**src/rtl/mem_port_arbiter.sv**
```systemverilog
// Arbiter sharing one single-ported memory between instruction fetch and data access.
// Data wins by default; fetch is forced through after STARVE_MAX back-to-back data wins.
//
// state  | meaning
// IDLE   | no access in flight, arbitrating each cycle
// BUSY_I | fetch access outstanding, mem_req high
// BUSY_D | load/store access outstanding, mem_req high
// RESP   | one-cycle ready pulse to the owning port
module mem_port_arbiter #(
  parameter int ADDR_W     = 32,
  parameter int DATA_W     = 32,
  parameter int STARVE_MAX = 4,
  parameter int TIMEOUT    = 16
) (
  input  logic              clk,
  input  logic              rst_n,
  input  logic              if_req,
  input  logic [ADDR_W-1:0] if_addr,
  output logic [DATA_W-1:0] if_rdata,
  output logic              if_ready,
  input  logic              d_req,
  input  logic              d_we,
  input  logic [ADDR_W-1:0] d_addr,
  input  logic [DATA_W-1:0] d_wdata,
  output logic [DATA_W-1:0] d_rdata,
  output logic              d_ready,
  output logic              mem_req,
  output logic              mem_we,
  output logic [ADDR_W-1:0] mem_addr,
  output logic [DATA_W-1:0] mem_wdata,
  input  logic [DATA_W-1:0] mem_rdata,
  input  logic              mem_ack,
  output logic              err
);

  typedef enum logic [1:0] {IDLE, BUSY_I, BUSY_D, RESP} state_t;

  localparam logic [3:0] STARVE_LIM = 4'(STARVE_MAX);
  localparam logic [7:0] WD_LAST    = 8'(TIMEOUT - 1);

  state_t            state, state_nxt;
  logic [3:0]        starve_cnt, starve_nxt;
  logic [7:0]        wd_cnt, wd_nxt;
  logic              mem_req_nxt, mem_we_nxt, if_ready_nxt, d_ready_nxt, err_nxt;
  logic [ADDR_W-1:0] mem_addr_nxt;
  logic [DATA_W-1:0] mem_wdata_nxt, if_rdata_nxt, d_rdata_nxt;
  logic              grant_d, done;

  always_ff @(posedge clk or negedge rst_n) begin
    if (!rst_n) begin
      state      <= IDLE;
      starve_cnt <= '0;
      wd_cnt     <= '0;
      mem_req    <= 1'b0;
      mem_we     <= 1'b0;
      mem_addr   <= '0;
      mem_wdata  <= '0;
      if_rdata   <= '0;
      d_rdata    <= '0;
      if_ready   <= 1'b0;
      d_ready    <= 1'b0;
      err        <= 1'b0;
    end else begin
      state      <= state_nxt;
      starve_cnt <= starve_nxt;
      wd_cnt     <= wd_nxt;
      mem_req    <= mem_req_nxt;
      mem_we     <= mem_we_nxt;
      mem_addr   <= mem_addr_nxt;
      mem_wdata  <= mem_wdata_nxt;
      if_rdata   <= if_rdata_nxt;
      d_rdata    <= d_rdata_nxt;
      if_ready   <= if_ready_nxt;
      d_ready    <= d_ready_nxt;
      err        <= err_nxt;
    end
  end

  // Data loses only when fetch is also pending and has been starved long enough.
  assign grant_d = d_req && !(if_req && (starve_cnt == STARVE_LIM));
  // An ack in the watchdog's last cycle still counts as a normal completion.
  assign done    = mem_ack || (wd_cnt == WD_LAST);

  always_comb begin
    state_nxt     = state;
    starve_nxt    = starve_cnt;
    wd_nxt        = wd_cnt;
    mem_req_nxt   = mem_req;
    mem_we_nxt    = mem_we;
    mem_addr_nxt  = mem_addr;
    mem_wdata_nxt = mem_wdata;
    if_rdata_nxt  = if_rdata;
    d_rdata_nxt   = d_rdata;
    if_ready_nxt  = 1'b0;
    d_ready_nxt   = 1'b0;
    err_nxt       = err;
    unique case (state)
      IDLE: begin
        if (grant_d) begin
          state_nxt     = BUSY_D;
          if (if_req) starve_nxt = starve_cnt + 4'd1;
          wd_nxt        = '0;
          mem_req_nxt   = 1'b1;
          mem_we_nxt    = d_we;
          mem_addr_nxt  = d_addr;
          mem_wdata_nxt = d_wdata;
        end else if (if_req) begin
          state_nxt    = BUSY_I;
          starve_nxt   = '0;
          wd_nxt       = '0;
          mem_req_nxt  = 1'b1;
          mem_we_nxt   = 1'b0;
          mem_addr_nxt = if_addr;
        end
      end
      BUSY_I, BUSY_D: begin
        if (done) begin
          state_nxt   = RESP;
          mem_req_nxt = 1'b0;
          mem_we_nxt  = 1'b0;
          if (!mem_ack) err_nxt = 1'b1;
          if (state == BUSY_I) begin
            if_rdata_nxt = mem_ack ? mem_rdata : '0;
            if_ready_nxt = 1'b1;
          end else begin
            if (!mem_ack)     d_rdata_nxt = '0;
            else if (!mem_we) d_rdata_nxt = mem_rdata;
            d_ready_nxt = 1'b1;
          end
        end else begin
          wd_nxt = wd_cnt + 8'd1;
        end
      end
      RESP: state_nxt = IDLE;
      default: state_nxt = IDLE;
    endcase
  end

endmodule

```
**config.mk**
```make
export PLATFORM = sky130hd
export DESIGN_NAME = mem_port_arbiter
export DESIGN_NICKNAME = d
export VERILOG_FILES = /design/src/rtl/mem_port_arbiter.sv
export SDC_FILE = /design/constraint.sdc
export NUM_CORES = 1
export LEC_CHECK = 0
export ABC_CLOCK_PERIOD_IN_PS = 2460
export BUFFER_PORTS_ARGS = -buffer_cell sky130_fd_sc_hd__buf_2
export CAP_MARGIN = 20
export CORE_MARGIN = 3
export CORE_UTILIZATION = 35
export CTS_CLUSTER_DIAMETER = 30
export DETAILED_ROUTE_END_ITERATION = 16
export GPL_TIMING_DRIVEN = 0
export PLACE_DENSITY = 0.68
export SETUP_SLACK_MARGIN = 0.15
export SYNTH_ARGS = -nofsm -noshare
export SYNTH_HDL_FRONTEND = slang
export SYNTH_SLANG_ARGS = --single-unit
```
**constraint.sdc**
```tcl
create_clock -name clk -period 2.46 [get_ports clk]
set_input_delay 0.123 -clock clk [delete_from_list [all_inputs] [get_ports clk]]
set_output_delay 0.123 -clock clk [all_outputs]
set_load 0.01 [all_outputs]
```
[Word level (Yosys, flattened, before mapping)]
Index checks and enable logic that the tools add are counted.
Storage, ports and cells
  register bits after elaboration: 147
  bits of input ports: 134
  word-level logic and storage cells: 71
Cells by class
  add/sub/neg operators: 2
  equal/unequal tests: 9
  mux-type cells: 29
  bitwise gates (word level): 2
  reduce and logical (&&, ||, !) cells: 17
Operators by type and width (number)
  2-to-1 mux 32 bit: 5
  2-to-1 mux 8 bit: 3
  case mux 8 bit (2 select lines): 1
  2-to-1 mux 4 bit: 3
  AND reduction 3 bit: 4
  2-to-1 mux 1 bit: 11
  adder 8 x 1 -> 8 bit, second input constant: 1
  == test 8 x 4 -> 1 bit, second input constant: 1
  AND reduction 2 bit: 4
  2-to-1 mux 2 bit: 3
  != test 2 bit, second input constant: 3
  case mux 2 bit (3 select lines): 1
  adder 4 x 1 -> 4 bit, second input constant: 1
  == test 2 bit, second input constant: 2
  == test 4 x 3 -> 1 bit, second input constant: 1
  case mux 1 bit (2 select lines): 2
  AND reduction 4 bit: 1
  nonzero test 2 bit: 2
  != test 3 bit, second input constant: 1
  == test 2 x 1 -> 1 bit, second input constant: 1
  logical AND 1 bit: 2
  zero test 2 bit: 1
  inverter 1 bit: 2
  OR reduction 2 bit: 1
  2 further kinds: 2

[Depth between registers and ports, before layout]
Gate-level depths: netlist of run 1.
  depth in word-level cells: 6
  gate-level depth with buffers: 8
  mapped depth without buffers: 6

[Worst setup path after synthesis of run 1]
OpenSTA, ideal clock, no wires.
  kind: reg2reg
  start point: register state[0]
  end point: register wd_cnt[0]
  setup time: 0.125 ns
  arrival: 1.714 ns
  required time: 2.335 ns
  path slack: 0.621 ns
  cell stages (with the launch flop): 7
  clock period less this slack: 1.839 ns
  cells stage by stage: dfrtp_1 inv_1 ha_1 and4_1 a22o_4 or2_2 mux2_2
On the way
  cells in the longest elaborated chain, start to end: 4
RTL lines
  from (decl): RTL line 41  | state_t state, state_nxt;
  from (signal assigned): RTL line 64  | state <= state_nxt;
  == test 2 x 1 -> 1 bit / == test 2 bit (equally long branches): RTL line 97  | unique case (state)
  OR reduction 2 bit: RTL line 97
  != test 2 bit (no source line) / nonzero test 2 bit (equally long branches)
  AND reduction 3 bit (no source line)
  to (signal assigned): RTL line 66  | wd_cnt <= wd_nxt;
  to (decl): RTL line 43  | logic [7:0] wd_cnt, wd_nxt;
Several ways; a longest one is shown, not always the timed one.
A chain may end at the register's enable or synchronous reset.

[Worst setup path after layout of run 1]
  start point: register state[0]
  end point: register if_rdata[9]
On the way
  cells in the longest elaborated chain, start to end: 3
RTL lines
  == test 2 x 1 -> 1 bit / == test 2 bit (equally long branches): RTL line 97, 122
  OR reduction 2 bit: RTL line 97
  AND reduction 3 bit (no source line) (*)
  to (signal assigned): RTL line 71  | if_rdata <= if_rdata_nxt;
  to (decl): RTL line 19  | output logic [DATA_W-1:0] if_rdata,
Every way passes the cells marked *; elsewhere a longest branch is shown, timed or not.

==> reports/metrics.sh, run 1 <==
RESULT_OF_THE_RUN='completed'
WORST_SKEW_PAIR.LATE_LATENCY_NS=0.42
VDD.IR_DROP.WORST_mV=0.4646
CTSHTREEMAXLEVEL=4
SYNTH-WARNING-COUNT=0
SYNTH_TOP_CELL_BY_AREA='sky130_fd_sc_hd__dfrtp_1'
VIASPERCELL=4.948
SYNTH-SEQ-CELLS=147
DRT_ITER0_DRC=268
ARRIVAL_TIME_AT_THE_WORST_ENDPOINT_NS=2.40
SYNTH-SEQ-AREA-SHARE_PCT=56.42
CELLPOWERDENSITY_nW_PER_UM2=1272
TOTAL_NET_SWITCHING_POWER_mW=4.728
COREAREA_UM2=18150
CRITICAL_PATH_CLASS='reg2reg'
SYNTH.TOP_CELLS.BY_AREA='sky130_fd_sc_hd__dfrtp_1 (56%), sky130_fd_sc_hd__a22o_1 (8.9%), sky130_fd_sc_hd__mux2_2 (6.0%), sky130_fd_sc_hd__o21ai_0 (5.6%), sky130_fd_sc_hd__mux2i_1 (4.9%)'
CHIPHEIGHT_UM=142.5
NUM_ANTENNA_CELLS=0
ASYNC_RESET_FF_SHARE_PCT=100.0
ANTENNA_FOUND_INITIAL=0
YOSYS.AREA.TOP_TYPE_SHARE_PCT=56.42
WORST-SLEW-PIN-TRANSITION_NS=0.6297
LAYOUT-DRIVE-GT1-SHARE_PCT=37.40
CTS_BUFFER_DEPTH=2
DRV_SLEW=0
INTERNAL_POWER_mW=7.599
POSTSYNTH.TOPFLOPCELL='sky130_fd_sc_hd__dfrtp_1'
DP.CELLS=1067
P_COMB_SHARE_PCT=43.4
DRT-TOTAL-WL_MM=19.17
CLKPWRFRAC_PCT=22.3
WORST_SETUP_HOLD_PATH_CLK_SLEW_NS=0.07
DRT_FIRST_PASS_ITERS=4
SYNTH.LIB_CELLS_USED.DISTINCT=43
SYNTH.MOST_COMMON_CELL='sky130_fd_sc_hd__dfrtp_1'
ROUTE.DETAILED.DRC=0
ENDPOINT_KIND='flip-flop'
HPWLAFTERDP_MM=12.95
GRT_PASS1_VIAS=5989
SYN-CELL-AREA_UM2=6520
FINAL_CRITICAL_PATH_REQUIRED_PERIOD_NS=2.070
RSZ0062_AT_GRT='yes'
FRACTION_OF_POWER_SPENT_SWITCHING_NETS_PCT=38.35
ROWS=49
MAPPEDNETLISTNETS=712
SYNTH_TOP_CELLS_BY_COUNT='sky130_fd_sc_hd__dfrtp_1 (147), sky130_fd_sc_hd__o21ai_0 (73), sky130_fd_sc_hd__a22o_1 (66), sky130_fd_sc_hd__nand2_1 (42), sky130_fd_sc_hd__inv_1 (38)'
ANTENNA_VIOLATING_NETS_POST_ROUTE=0
NUMBER_OF_BUFFERS_INSERTED_DURING_CLOCK_TREE_SYNTHESIS=17
TOTAL_LEAKAGE_POWER_nW=4.881
INSTANCES_NO_FILL=1189
GRT_PASS1_WL_MM=30.74
DIE_AREA_UM2=20300
LARGEST_NET_DEGREE_AT_THE_START_OF_GLOBAL_ROUTING=83
NUMPORTBUFFERS=265
CLOCK_TREE_FROM_TRITONCTS='built'
LAYOUT.NETS=1087
SETUP_VIOL_COUNT_FINAL=0
POWER.TOTAL_mW=12.33
WORST_MIN_PATH_CLASS='in2reg'
TOTAL_COUNT_OF_HOLD_CHECK_FAILURES_IN_THE_FINAL_REPORT=0
SLEW_MARGIN_REL_PCT=58.02
SYNTH_ENABLE_FLOP_CELLS=0
GRT_USE_TOTAL_PCT=18.74
MIN_PERIOD_OVER_PERIOD_PCT=84.13
LAYOUT-AREA-OVERHEAD-VS-SYNTH_PCT=48.69
WORST_PATH_MAX_FANOUT=10
WORST_SETUP_PATH_START_KIND='flip-flop'
WL_PER_CELL_UM=16.13
CTS.ROOT.BUFFER_CELL='sky130_fd_sc_hd__clkbuf_16'
DIEWIDTH_UM=142.5
FLOORPLAN.INITIALDENSITY_PCT=35.93
CLOCK_SINKS=147
DRV_CAP=0
ROUTABILITYCONGESTION=0.8409
FMAX_MHz=483.2
SYN-INSTANCE-COUNT=572
AVERAGE_FOOTPRINT_OF_A_SYNTHESIZED_CELL_UM2=11.40
SETUP_CLOCK_SKEW_AFTER_LAYOUT_NS=0.01016
GRT_REMAINING_OVERFLOW=0
PWR-SHARE-SEQ_PCT=34.3
DATA_REQUIRED_TIME_AT_THE_WORST_ENDPOINT_NS=2.79
ROUTE.VIAS.TOTAL=5883
IOPINCOUNT=267
per-stage QoR:
stage	setup TNS (ns)	worst slack (ns)	instance area [um2]	utilization, %	hold slack (ns)
final	0	0.3904	9694	53.42	0.004138
after global routing	0	0.1477	9694	53.42	0.01554
after CTS	0	0.3075	9688	53.39	0.0008116
after detailed placement	0	0.3335	8167	45.00	0.1702
after global placement	-133.35	-0.9207	8133	44.82	0.3560
after floorplan	0	0.6213	6520	-	-0.1726
layout by cell type (no fill, tap or decap), types with 4 or more instances in the layout:
master                          Yosys  final
sky130_fd_sc_hd__o21ai_0           73     73
sky130_fd_sc_hd__nor2_1             4      4
sky130_fd_sc_hd__buf_2             12    276
sky130_fd_sc_hd__clkbuf_16          0     17
sky130_fd_sc_hd__inv_1             38     38
sky130_fd_sc_hd__clkbuf_1          26     24
sky130_fd_sc_hd__nand2_1           42     42
sky130_fd_sc_hd__dfrtp_1          147    147
sky130_fd_sc_hd__buf_6              4      5
sky130_fd_sc_hd__inv_6              0      4
sky130_fd_sc_hd__dlygate4sd3_1      0     90
sky130_fd_sc_hd__nand4_1           33     33
sky130_fd_sc_hd__a22o_1            66     66
sky130_fd_sc_hd__mux2_2            35     35
sky130_fd_sc_hd__mux2i_1           32     32
sky130_fd_sc_hd__ha_1               6      6
sky130_fd_sc_hd__nand3_1            6      6
sky130_fd_sc_hd__a21oi_1            5      5
sky130_fd_sc_hd__nor3_1             6      6
final timing paths:
check / startpoint / to / cells past startpoint / slack, ns
min in group asynchronous: rst_n / wd_cnt[1]$_DFFE_PN0P_ / 2 / 0.26
worst min register to register: mem_addr[30]$_DFFE_PN0P_ / mem_addr[30]$_DFFE_PN0P_ / 2 / 0.47
worst max-delay path: state[0]$_DFFE_PN0P_ / if_rdata[9]$_DFFE_PN0P_ / 6 / 0.39
max in group asynchronous: rst_n / mem_wdata[8]$_DFFE_PN0P_ / 3 / 1.41
worst min-delay path: mem_rdata[13] / if_rdata[13]$_DFFE_PN0P_ / 3 / 0.004
worst max register to register: state[0]$_DFFE_PN0P_ / if_rdata[9]$_DFFE_PN0P_ / 6 / 0.39
sequential cells by signal, indices dropped and copies added (netlist names):
register	cells
if_ready	1
d_ready	1
if_rdata	32
mem_we	1
mem_wdata	32
mem_addr	32
state	2
starve_cnt	4
wd_cnt	8
err	1
mem_req	1
d_rdata	32
cells by family (layout without fill, tap and decap cells):
kind of cell	Yosys count	after routing	share of synthesized area [%]
AO/OA/AOI/OAI	159	159	16.73
flip-flops	147	147	56.42
AND/OR/NAND/NOR	111	111	9.212
buffers and inverters	82	470	5.527
multiplexers	67	67	10.96
adder cells (fa/ha/maj)	6	6	1.151
critical path, cell delays in order, from the launching register on:
cell                       delay, ns
sky130_fd_sc_hd__dfrtp_1        0.37
sky130_fd_sc_hd__inv_1          0.07
sky130_fd_sc_hd__ha_1           0.41
sky130_fd_sc_hd__clkbuf_1       0.45
sky130_fd_sc_hd__buf_1          0.43
sky130_fd_sc_hd__nand4_1        0.14
sky130_fd_sc_hd__o21ai_0        0.12
repair_timing:
action                                  4_1_cts  5_1_grt
endpoints found under the setup margin        0        7
buffers inserted                              0        0
gates resized for setup                       0        4
hold buffers                                 90        0
endpoints found under the hold margin       139        0
power groups by stage:
stage               Sequential (mW)  Clock (mW)  Combinational, mW
global route                   4.37        2.92               5.94
detailed placement             4.23           0               5.26
finish                         4.23        2.75               5.34
CTS                            4.21        2.82               5.37
global placement               4.22           0               5.14
floorplan                      4.71           0               2.71
per-layer routing:
metal  part of all wire (%)  GRT usage, %
met5                      0             0
met4                    3.0         7.304
met3                    6.2         4.704
met2                     49         30.37
met1                     42         24.20
layout make-up:
type | count | area [um2]
Tap cell | 229 | 286.5
Inverter | 38 | 142.6
Clock inverter | 15 | 195.2
Clock buffer | 17 | 425.4
Sequential cell | 147 | 3679
Timing Repair Buffer | 356 | 2261
Fill cell | 1574 | 8453
Multi-Input combinational cell | 343 | 2486
Buffer | 44 | 219.0
Note: power is estimated with default switching activity, not from simulation.
==> run 2: changes to the inputs <==
ABC_CLOCK_PERIOD_IN_PS = 2000   (was 2460)
clock period = 2 ns   (was 2.46 ns; I/O delays follow)
==> run 2 against run 1 <==
Net effect: flip-flop and latch count unchanged; fmax increased by 13%; sequential share of layout area decreased by 2.0 points; final area increased by 5.7%; utilization increased by 3.0 points; cell count increased by 3.5%; die area unchanged; routed wire length increased by 6.4%; non-clock buffer count increased by 40; worst setup slack got worse by 0.22 ns; critical path type unchanged; critical endpoint is now wd_cnt[0]$_DFFE_PN0P_; largest cell class unchanged; largest power group unchanged.
==> reports/metrics.sh, run 2 (synthesis gave the netlist of run 1 again) <==
FLOORPLAN.INITIALDENSITY_PCT=35.93  # unchanged
ARRIVAL_TIME_AT_THE_WORST_ENDPOINT_NS=2.13  # -0.27 ns
WORST_PATH_MAX_FANOUT=7  # -3
GRT_REMAINING_OVERFLOW=0  # unchanged
CLOCK_TREE_FROM_TRITONCTS='built'
WORST_SETUP_HOLD_PATH_CLK_SLEW_NS=0.06  # about the same
DRT_FIRST_PASS_ITERS=5  # +1
DATA_REQUIRED_TIME_AT_THE_WORST_ENDPOINT_NS=2.30  # -0.49 ns
CRITPATHSLOWESTCELL='sky130_fd_sc_hd__dfrtp_1'
ROWS=49  # unchanged
DRT_ITER0_DRC=245  # -8.6%
FINAL.HOLD.WORST_SLACK_NS=0.01827  # +0.01413 ns
SLOWEST_DELAY_NS=0.39  # -0.06 ns
CELL_CLASS_CONTRIBUTING_THE_BIGGEST_SHARE_OF_WORST_PATH_DELAY='simple AND/OR/NAND/NOR gates'
WORSTREG2REGEND='wd_cnt[0]$_DFFE_PN0P_'
ENDPOINT_KIND='flip-flop'
SETUP_CLOCK_SKEW_AFTER_LAYOUT_NS=0.01284  # +0.002679 ns
DIEWIDTH_UM=142.5  # unchanged
SETUP_VIOL_COUNT_FINAL=0  # unchanged
FMAX_MHz=547.3  # +13%
NUMPORTBUFFERS=265  # unchanged
TOTAL_LEAKAGE_POWER_nW=5.119  # +4.9%
CTS.ROOT.BUFFER_CELL='sky130_fd_sc_hd__clkbuf_16'
RESULT_OF_THE_RUN='completed'
FILL_CELL_INSTANCE_COUNT_OF_THE_FINAL_LAYOUT=1501  # -4.6%
WORST_MIN_PATH_CLASS='in2reg'
WORST_SKEW_PAIR.LATE_LATENCY_NS=0.42  # about the same
IOPINCOUNT=267  # unchanged
SETUP_WS_NS=0.1729  # -0.2175 ns
CHIPHEIGHT_UM=142.5  # unchanged
LAYOUT_COMMONEST_CELL='sky130_fd_sc_hd__buf_2'
MIN_PERIOD_OVER_PERIOD_PCT=91.35  # +7.2 points
NUMBER_OF_BUFFERS_INSERTED_DURING_CLOCK_TREE_SYNTHESIS=17  # unchanged
TIMING.RR.START='state[1]$_DFFE_PN0P_'
VDD.IR_DROP.WORST_mV=0.5883  # +27%
POSTLAYOUTCELLAREA_UM2=10240  # +5.7%
WL_PER_CELL_UM=16.57  # +2.7%
ANTENNA_VIOLATING_NETS_POST_ROUTE=0  # unchanged
GRT_PASS1_WL_MM=32.38  # +5.3%
RSZ0062_AT_GRT='yes'
ANTENNA_FOUND_INITIAL=0  # unchanged
WORST-R2R-SETUP-SLACK_NS=0.17  # -0.22 ns
DRV_CAP=0  # unchanged
CELLPOWERDENSITY_nW_PER_UM2=1535  # +21%
PLACE_WS_NS=-0.1265  # -0.4600 ns
CTSHTREEMAXLEVEL=4  # unchanged
WHS_ENDPOINT='mem_addr[27]$_DFFE_PN0P_'
WHS_PATH_DEPTH=3  # unchanged
LAYOUT-AREA-OVERHEAD-VS-SYNTH_PCT=57.09
CRITICAL_PATH_CLASS='reg2reg'
VIASPERCELL=4.976  # +0.58%
CLOCK_SINKS=147  # unchanged
LAYOUT.NETS=1127  # +3.7%
FINAL_CRITICAL_PATH_REQUIRED_PERIOD_NS=1.827  # -0.2425 ns
ROUTE.VIAS.TOTAL=6126  # +4.1%
LEADING_CELL_TYPES_IN_THE_LAYOUT_FILL_AND_TAPS_EXCLUDED='sky130_fd_sc_hd__buf_2 (266), sky130_fd_sc_hd__dfrtp_1 (146), sky130_fd_sc_hd__dlygate4sd3_1 (122)'
DIE_AREA_UM2=20300  # unchanged
WORST_SETUP_PATH_START_KIND='flip-flop'
PATH_BUF_INV=1  # -2
GRT_PASS1_VIAS=6248  # +4.3%
PLACED_AREA_UM2=8167  # unchanged
GRT_USE_TOTAL_PCT=19.83  # +1.1 points
LARGEST_NET_DEGREE_AT_THE_START_OF_GLOBAL_ROUTING=83  # unchanged
CRITICAL_PATH_CELL_BY_CELL='inv_2 > ha_4 > and4_1 > a22o_4 > or2_2 > mux2_2'
TIMING.HOLD.WORST.START='d_addr[27]'
DRV_SLEW=0  # unchanged
LAYOUT-DRIVE-GT1-SHARE_PCT=38.80  # +1.4 points
DRT-TOTAL-WL_MM=20.39  # +6.4%
ROUTABILITYCONGESTION=0.8409  # unchanged
WORST-SLEW-PIN-TRANSITION_NS=0.6419  # +0.01216 ns
HPWLAFTERDP_MM=12.95  # unchanged
COREAREA_UM2=18150  # unchanged
CTS_BUFFER_DEPTH=2  # unchanged
ROUTE.DETAILED.DRC=0  # unchanged
TOTAL_COUNT_OF_HOLD_CHECK_FAILURES_IN_THE_FINAL_REPORT=0  # unchanged
POSTLAYOUTCOREUTIL_PCT=56.44  # +3.0 points
SLEW_MARGIN_REL_PCT=57.21  # -0.81 points
SETUP_TNS_NS=0  # unchanged
REG2REG_DEPTH=6  # unchanged
[run 2: cell types whose count changed in the layout (fill, tap and decap cells not counted), moves of 8 or more]
cell / before / now
sky130_fd_sc_hd__buf_2: 276 / 266
sky130_fd_sc_hd__o21ai_0: 73 / 65
sky130_fd_sc_hd__buf_4: 2 / 11
sky130_fd_sc_hd__dlygate4sd3_1: 90 / 122
sky130_fd_sc_hd__clkbuf_2: 1 / 10
sky130_fd_sc_hd__o21ai_1: 2 / 10
sky130_fd_sc_hd__clkbuf_1: 24 / 15
[run 2: worst max path at each step]
stage | startpoint | end | slack, ns | cells after the start
after floorplan | state[0]$_DFFE_PN0P_ | wd_cnt[0]$_DFFE_PN0P_ | 0.16 | 6
after global placement | rst_n | mem_wdata[13]$_DFFE_PN0P_ | -1.36 | 1
after detailed placement | state[0]$_DFFE_PN0P_ | if_rdata[7]$_DFFE_PN0P_ | -0.13 | 7
after CTS | starve_cnt[0]$_DFFE_PN0P_ | mem_wdata[17]$_DFFE_PN0P_ | 0.12 | 6
after global routing | state[1]$_DFFE_PN0P_ | wd_cnt[6]$_DFFE_PN0P_ | 0.10 | 7
final | state[1]$_DFFE_PN0P_ | wd_cnt[0]$_DFFE_PN0P_ | 0.17 | 6
[run 2: power breakdown]
part / total (mW) / switching [mW] / internal [mW]
logic: 7.13 / 3.77 / 3.36
registers: 5.21 / 0.824 / 4.38
clock network: 3.39 / 1.38 / 2.00
[run 2: worst min-delay path: stages]
cell and delay (ns):
sky130_fd_sc_hd__buf_2 0.07, sky130_fd_sc_hd__mux2i_1 0.06, sky130_fd_sc_hd__o21ai_0 0.15
[run 2: stage by stage]
step	power, mW	std cells
after floorplan	9.122	572
after global placement	11.51	1066
after detailed placement	11.68	1067
after CTS	15.51	1224
after global routing	16.83	1229
final	15.73	1231
[run 2: repair_timing]
action                                  4_1_cts  5_1_grt
gates cloned                                  0        0
endpoints found under the setup margin      133      117
setup buffers                                 3        5
pin swaps                                     1        6
resized for setup                            29       42
endpoints found under the hold margin       159        0
hold buffers                                122        0
[run 2: area by class of cell]
cell class	count	area [um2]	area share (%)
clock inverter	15	195.2	1.906
tap	229	286.5	2.797
clock buffer	17	425.4	4.153
timing repair buffer	396	2641	25.79
inverter	38	142.6	1.393
multi-input combinational	343	2556	24.96
antenna	2	5.005	0.04886
sequential	147	3680	35.93
buffer	44	310.3	3.030
[run 2: layer usage]
layer	vias to the layer above	track usage, %	part of all wire (%)
li1	2910	-	-
met1	2925	24.92	41
met2	247	32.67	50
met3	44	4.906	6.1
met4	0	8.354	3.3
met5	-	0	0
